==> src/rtl/instr_prefetch_queue_if.sv <==
// Instruction prefetch queue bus bundle.
// Carries the redirect request, the instruction-memory request/response
// channel and the decode-side valid/ready channel.
//   master : the prefetch queue (drives fetch requests and the decode head)
//   slave  : the environment (core control, instruction memory, decode)
interface instr_prefetch_queue_if #(
  parameter int ADDR_WIDTH = 32,
  parameter int DATA_WIDTH = 32
);
  logic                  redirect__i;
  logic [ADDR_WIDTH-1:0] redirectPc__i;
  logic                  imemReq__o;
  logic [ADDR_WIDTH-1:0] imemAddr__o;
  logic                  imemGnt__i;
  logic                  imemRvalid__i;
  logic [DATA_WIDTH-1:0] imemRdata__i;
  logic                  instrValid__o;
  logic                  instrReady__i;
  logic [DATA_WIDTH-1:0] instr__o;
  logic [ADDR_WIDTH-1:0] pc__o;
  logic [ADDR_WIDTH-1:0] pcPlus4__o;

  modport master (
    input  redirect__i, redirectPc__i, imemGnt__i, imemRvalid__i, imemRdata__i,
           instrReady__i,
    output imemReq__o, imemAddr__o, instrValid__o, instr__o, pc__o, pcPlus4__o
  );

  modport slave (
    output redirect__i, redirectPc__i, imemGnt__i, imemRvalid__i, imemRdata__i,
           instrReady__i,
    input  imemReq__o, imemAddr__o, instrValid__o, instr__o, pc__o, pcPlus4__o
  );
endinterface

==> src/rtl/instr_prefetch_queue.sv <==
// Instruction prefetch queue: in-order fetch front end with up to DEPTH
// requests in flight and a DEPTH-entry FIFO of {instr, pc} for decode.
// Ports:
//   clock__i  core clock, rising edge
//   reset__i  synchronous active-high reset
//   bus       instr_prefetch_queue_if.master: redirect, imem req/gnt,
//             imem rvalid/rdata, decode valid/ready with instr/pc/pc+4
// A redirect flushes the FIFO and marks every in-flight request as stale;
// stale responses are counted down in discard_q and dropped on arrival.
module instr_prefetch_queue #(
  parameter int                    ADDR_WIDTH = 32,
  parameter int                    DATA_WIDTH = 32,
  parameter int                    DEPTH      = 4,
  parameter logic [ADDR_WIDTH-1:0] RESET_PC   = '0
) (
  input  logic                  clock__i,
  input  logic                  reset__i,
  instr_prefetch_queue_if.master bus
);
  localparam int PW = $clog2(DEPTH);
  localparam int CW = $clog2(DEPTH + 1);
  localparam logic [CW:0]           DEPTH_W = (CW+1)'(DEPTH);
  localparam logic [ADDR_WIDTH-1:0] PC_STEP = ADDR_WIDTH'(4);

  logic [ADDR_WIDTH-1:0] fetch_pc_q, fetch_pc_d;
  logic [ADDR_WIDTH-1:0] resp_pc_q,  resp_pc_d;
  logic [CW-1:0]         outst_q,    outst_d;
  logic [CW-1:0]         discard_q,  discard_d;
  logic [CW-1:0]         count_q,    count_d;
  logic [PW-1:0]         rd_ptr_q,   rd_ptr_d;
  logic [PW-1:0]         wr_ptr_q,   wr_ptr_d;

  logic [DATA_WIDTH-1:0] instr_mem_q [DEPTH];
  logic [ADDR_WIDTH-1:0] pc_mem_q    [DEPTH];

  logic credit, req, issue, push, pop, valid;

  // Credit counts FIFO entries plus in-flight requests, so every response
  // that is not discarded always finds a free slot.
  assign credit = ({1'b0, count_q} + {1'b0, outst_q}) < DEPTH_W;
  assign req    = !reset__i && !bus.redirect__i && credit;
  assign issue  = req && bus.imemGnt__i;
  assign push   = bus.imemRvalid__i && !bus.redirect__i && (discard_q == '0);
  assign valid  = !reset__i && (count_q != '0);
  assign pop    = valid && bus.instrReady__i && !bus.redirect__i;

  assign bus.imemReq__o    = req;
  assign bus.imemAddr__o   = fetch_pc_q;
  assign bus.instrValid__o = valid;
  assign bus.instr__o      = instr_mem_q[rd_ptr_q];
  assign bus.pc__o         = pc_mem_q[rd_ptr_q];
  assign bus.pcPlus4__o    = pc_mem_q[rd_ptr_q] + PC_STEP;

  always_comb begin
    fetch_pc_d = fetch_pc_q;
    resp_pc_d  = resp_pc_q;
    outst_d    = outst_q;
    discard_d  = discard_q;
    count_d    = count_q;
    rd_ptr_d   = rd_ptr_q;
    wr_ptr_d   = wr_ptr_q;
    if (bus.redirect__i) begin
      // Everything still in flight after this cycle belongs to the old path.
      fetch_pc_d = bus.redirectPc__i;
      resp_pc_d  = bus.redirectPc__i;
      outst_d    = outst_q - CW'(bus.imemRvalid__i);
      discard_d  = outst_d;
      count_d    = '0;
      rd_ptr_d   = wr_ptr_q;
    end else begin
      if (issue) fetch_pc_d = fetch_pc_q + PC_STEP;
      outst_d = outst_q + CW'(issue) - CW'(bus.imemRvalid__i);
      if (bus.imemRvalid__i && (discard_q != '0)) discard_d = discard_q - CW'(1);
      if (push) begin
        wr_ptr_d  = wr_ptr_q + PW'(1);
        resp_pc_d = resp_pc_q + PC_STEP;
      end
      if (pop) rd_ptr_d = rd_ptr_q + PW'(1);
      count_d = count_q + CW'(push) - CW'(pop);
    end
  end

  always_ff @(posedge clock__i) begin
    if (reset__i) begin
      fetch_pc_q <= RESET_PC;
      resp_pc_q  <= RESET_PC;
      outst_q    <= '0;
      discard_q  <= '0;
      count_q    <= '0;
      rd_ptr_q   <= '0;
      wr_ptr_q   <= '0;
    end else begin
      fetch_pc_q <= fetch_pc_d;
      resp_pc_q  <= resp_pc_d;
      outst_q    <= outst_d;
      discard_q  <= discard_d;
      count_q    <= count_d;
      rd_ptr_q   <= rd_ptr_d;
      wr_ptr_q   <= wr_ptr_d;
    end
  end

  // Payload storage needs no reset; validity is tracked by count_q.
  always_ff @(posedge clock__i) begin
    if (push && !reset__i) begin
      instr_mem_q[wr_ptr_q] <= bus.imemRdata__i;
      pc_mem_q[wr_ptr_q]    <= resp_pc_q;
    end
  end
endmodule

==> src/flat_wrapper.sv <==
// flat-port wrapper written by rule: the top's interface ports become plain ports
module instr_prefetch_queue_flat 
#(
  parameter int                    ADDR_WIDTH = 32,
  parameter int                    DATA_WIDTH = 32,
  parameter int                    DEPTH      = 4,
  parameter logic [ADDR_WIDTH-1:0] RESET_PC   = '0
)
  (clock__i, reset__i, bus_redirect__i, bus_redirectPc__i, bus_imemGnt__i, bus_imemRvalid__i, bus_imemRdata__i, bus_instrReady__i, bus_imemReq__o, bus_imemAddr__o, bus_instrValid__o, bus_instr__o, bus_pc__o, bus_pcPlus4__o);
  instr_prefetch_queue_if #(.ADDR_WIDTH(ADDR_WIDTH), .DATA_WIDTH(DATA_WIDTH)) bus_i ();
  input  logic clock__i;
  input  logic reset__i;
  input wire logic [$bits(bus_i.redirect__i)-1:0] bus_redirect__i;
  input wire logic [$bits(bus_i.redirectPc__i)-1:0] bus_redirectPc__i;
  input wire logic [$bits(bus_i.imemGnt__i)-1:0] bus_imemGnt__i;
  input wire logic [$bits(bus_i.imemRvalid__i)-1:0] bus_imemRvalid__i;
  input wire logic [$bits(bus_i.imemRdata__i)-1:0] bus_imemRdata__i;
  input wire logic [$bits(bus_i.instrReady__i)-1:0] bus_instrReady__i;
  output wire logic [$bits(bus_i.imemReq__o)-1:0] bus_imemReq__o;
  output wire logic [$bits(bus_i.imemAddr__o)-1:0] bus_imemAddr__o;
  output wire logic [$bits(bus_i.instrValid__o)-1:0] bus_instrValid__o;
  output wire logic [$bits(bus_i.instr__o)-1:0] bus_instr__o;
  output wire logic [$bits(bus_i.pc__o)-1:0] bus_pc__o;
  output wire logic [$bits(bus_i.pcPlus4__o)-1:0] bus_pcPlus4__o;
  assign bus_i.redirect__i = bus_redirect__i;
  assign bus_i.redirectPc__i = bus_redirectPc__i;
  assign bus_i.imemGnt__i = bus_imemGnt__i;
  assign bus_i.imemRvalid__i = bus_imemRvalid__i;
  assign bus_i.imemRdata__i = bus_imemRdata__i;
  assign bus_i.instrReady__i = bus_instrReady__i;
  assign bus_imemReq__o = bus_i.imemReq__o;
  assign bus_imemAddr__o = bus_i.imemAddr__o;
  assign bus_instrValid__o = bus_i.instrValid__o;
  assign bus_instr__o = bus_i.instr__o;
  assign bus_pc__o = bus_i.pc__o;
  assign bus_pcPlus4__o = bus_i.pcPlus4__o;
  instr_prefetch_queue #(.ADDR_WIDTH(ADDR_WIDTH), .DATA_WIDTH(DATA_WIDTH), .DEPTH(DEPTH), .RESET_PC(RESET_PC)) u_core (.clock__i(clock__i), .reset__i(reset__i), .bus(bus_i));
endmodule
==> config.mk <==
export PLATFORM = sky130hd
export DESIGN_NAME = instr_prefetch_queue_flat
export DESIGN_NICKNAME = d
export VERILOG_FILES = /design/src/rtl/instr_prefetch_queue_if.sv /design/src/rtl/instr_prefetch_queue.sv /design/src/flat_wrapper.sv
export SDC_FILE = /design/constraint.sdc
export NUM_CORES = 1
export LEC_CHECK = 0
export ABC_AREA = 0
export BUFFER_PORTS_ARGS = -buffer_cell sky130_fd_sc_hd__buf_2
export CAP_MARGIN = 20
export CELL_PAD_IN_SITES_DETAIL_PLACEMENT = 0
export CELL_PAD_IN_SITES_GLOBAL_PLACEMENT = 1
export CORE_MARGIN = 4
export CORE_UTILIZATION = 50
export CTS_BUF_LIST = sky130_fd_sc_hd__clkbuf_2 sky130_fd_sc_hd__clkbuf_4 sky130_fd_sc_hd__clkbuf_8
export CTS_CLUSTER_DIAMETER = 50
export CTS_CLUSTER_SIZE = 14
export DETAILED_ROUTE_END_ITERATION = 7
export GPL_ROUTABILITY_DRIVEN = 0
export PLACE_DENSITY = 0.86
export SYNTH_ARGS = -nofsm -noshare
export SYNTH_HDL_FRONTEND = slang
export SYNTH_SLANG_ARGS = --single-unit
export TNS_END_PERCENT = 30
==> constraint.sdc <==
create_clock -name clock__i -period 7.8 [get_ports clock__i]
set_input_delay 0.39 -clock clock__i [delete_from_list [all_inputs] [get_ports clock__i]]
set_output_delay 0.39 -clock clock__i [all_outputs]
set_load 0.01 [all_outputs]
==> run metrics <==
status=finished, final reports clean; worst r2r dst=u_core.bus.imemAddr__o[28]; endpoints failing setup=0; vias post-DR=around 8500; Root Buffer=clkbuf_8; fill cell count=between 2000 and 2500; grt met3 use=0.03576; global route hottest layer=met2; hold path startpoint=bus_imemRdata__i[23]; DRT iter0 DRCs=about 630; Max-slew headroom=0.3023; RSZ-0062 raised after global routing=false; kind of critical path=reg2out; clk_lat worst skew=between 0.5 and 0.6 ns; #FFs+latches synth=between 300 and 400; Synth cell types=49; R2R depth=7; Buf/Inv on CP=2; commonest non-fill, non-tap cells in the layout=edfxtp_1 (256), buf_2 (199), dfxtp_1 (77); Sequential Power Share=0.584; Vias/cell=5.602; CTS Buf Count=34; biggest area consumer among synthesized cells=edfxtp_1; Core Rows=between 60 and 70; flop-to-flop setup slack=slightly below 5 ns; die width=between 150 and 200 µm; maxcap violations=0; clock group share of total power=0.321; M1 GR Usage=0.2829; fin crit period=4.614 ns; Achievable Freq=between 200 and 250 MHz; Final Max Tran Viols=0; worst-margin pin slew=approximately 1.0 ns; Slowest-stage cell, CP=dfxtp_4; M2 GR Usage=0.3134; DRC errors left=0; GRT Total Usage=0.1955; type of the worst min-delay path=in2reg; syn_area_per_cell=~15 µm²; die area=roughly 31000 µm²; first-pass GRT wire length=47.64 mm; CTS tree=done; WL/cell=approximately 20 µm; Initial Util=0.5078; leakage=roughly 5.6 nW; Mapped Cells=around 920; RR Startpoint=u_core.outst_q[2]; post-CTS setup buffer count=0; switching portion of total power=0.2443; hold-critical path endpoint=u_core.instr_mem_q[0][23]; nets@finish=~1200; area grow syn2layout=14.08%; Critical Path AT=~4.2 ns; largest net degree at the start of global routing=70; clock sinks=roughly 340; ANT nets after route=0; total net switching power=0.8488 mW; IO Port Bufs=between 150 and 200; P_int=roughly 2.6 mW; cells along the critical path=buf_4, mux4_1, nand3_2, nor4_2, nand4b_1, xnor2_1, buf_2; initial antenna violation count=3; Async SR Flop Fraction=0; First-pass DRT Iterations=5; Post-synth EDFFs=approximately 260; hold_buf cts=0; top area cells in the synthesized netlist=edfxtp_1 (54%), dfxtp_1 (11%), mux4_2 (9.1%), xnor2_1 (3.3%), xor2_1 (2.0%); final hold violation count=0; Power per Cell Area=between 200 and 250 nW/µm²; layout cells sized above 1=0.2929; max incr delay on CP=~0.88 ns; CTS resizes=0; H-tree depth=2; Worst Skew=approximately 0.024 ns; WHS Path Cells=1; Ys Warns=0; TNS Setup=0 ns; Logic pwr share=0.095; Mapped Area=roughly 14000 µm²; # IOs=200; Crit Path Max Fanout=38; vias in the first global route=roughly 8500; worst IR drop on VDD=around 0.14 mV; critical path's top delay family=simple AND/OR/NAND/NOR gates; total power=between 3 and 4 mW; die span in y=around 180 µm; total wire length=slightly above 30 mm; startpoint types=register; period utilization=0.5915; Syn Nets=1004; grt total ovfl=0; Worst setup EP type=output pin; hpwl dp=about 20 mm; Synth Flop Type=edfxtp_1; sequential area share after synthesis=0.6570; share of the synthesized area in the top cell type=0.5449; core area=27780 µm²; Clk pin slew, worst setup/hold paths=0.09 ns; most common cell after layout, fill and taps aside=edfxtp_1; WP data required=about 7.4 ns; Clock Path Buffers=3
## metrics by stage
| step | instances | utilization | setup WS [ns] | hold WS [ns] | instance area (µm²) |
|---|---|---|---|---|---|
| 2_1_floorplan | 915 | - | 4.868 | 0.4600 | 14110 |
| 3_3_place_gp | 1454 | 0.5552 | 3.697 | 0.4455 | 15420 |
| 3_5_place_dp | 1454 | 0.5552 | 3.632 | 0.4484 | 15420 |
| 4_1_cts | 1508 | 0.5791 | 3.045 | 0.02326 | 16090 |
| 5_1_grt | 1510 | 0.5793 | 2.741 | 0.02088 | 16090 |
| 6_report | 1510 | 0.5793 | 3.186 | 0.06157 | 16090 |
## power by group through the flow
| stage | sequential (mW) | clock [mW] | combinational, mW |
|---|---|---|---|
| 4_1_cts | 2.03 | 1.14 | 0.334 |
| 3_5_place_dp | 2.07 | 0 | 0.332 |
| 2_1_floorplan | 2.05 | 0 | 0.221 |
| 5_1_grt | 2.04 | 1.23 | 0.363 |
| 6_report | 2.03 | 1.11 | 0.330 |
| 3_3_place_gp | 2.07 | 0 | 0.326 |
## routing by layer
| layer | up-vias | wire, µm |
|---|---|---|
| met5 | - | 0 |
| met4 | 0 | 567 |
| met3 | 46 | 1875 |
| met2 | 295 | 14350 |
| met1 | 4211 | 13620 |
| li1 | 3907 | - |
## Yosys cell counts (3+ instances only)
master,number
nor4_1,15
inv_1,47
mux4_1,7
nor3_1,14
clkbuf_1,23
buf_2,8
xor2_1,33
ha_1,17
o21bai_1,6
buf_6,3
a21oi_1,38
edfxtp_1,256
a211oi_1,9
and3_1,16
mux2i_1,3
xnor2_1,53
nand3_2,3
nand2_1,37
o31a_1,10
dfxtp_1,79
nand4b_1,3
a31oi_1,3
and4_1,15
nand4_1,30
nor2_1,22
a21boi_0,38
nand3b_1,3
buf_1,6
nand3_1,27
mux4_2,57
and2_1,10
## final cells by class
class,count,area (µm²),area share
Tap cell,378,473.0,0.02939
Clock inverter,16,166.4,0.01034
Multi-Input combinational cell,489,4461,0.2772
Inverter,48,180.2,0.01120
Sequential cell,335,9276,0.5764
Clock buffer,38,498.0,0.03094
Timing Repair Buffer,204,1033,0.06422
Antenna cell,2,5.005,0.0003110
## worst max-delay path by stage
stage	from	end	slack [ns]	cells past startpoint
after detailed placement	register	bus_pcPlus4__o[31]	3.63	7
after global placement	register	bus_pcPlus4__o[31]	3.70	7
after CTS	register	bus_pcPlus4__o[31]	3.05	7
after floorplan	u_core.discard_q[0]	u_core.instr_mem_q[0][0]	4.87	5
after global routing	register	bus_pcPlus4__o[31]	2.74	7
final	register	bus_pcPlus4__o[31]	3.19	7
## cells by family (layout without fill, tap and decap cells)
logic type / count (synthesis) / after routing / synth area share
compound gates: 109 / 109 / 0.05162
fa+ha+maj: 19 / 19 / 0.01792
simple gates: 208 / 208 / 0.08568
flops: 335 / 335 / 0.6570
xor+xnor: 86 / 86 / 0.05339
buf+inv: 91 / 306 / 0.02820
mux: 67 / 67 / 0.1062
other cells: 0 / 2 / 0
## state kept, by name (all words and copies together) (netlist names), named ones only
signal	cells
u_core.resp_pc_q	32
u_core.wr_ptr_q	2
u_core.discard_q	3
u_core.instr_mem_q	128
u_core.pc_mem_q	128
u_core.rd_ptr_q	2
u_core.count_q	3
u_core.outst_q	3
u_core.bus.imemAddr__o	32
(Power assumes the default switching activity.)
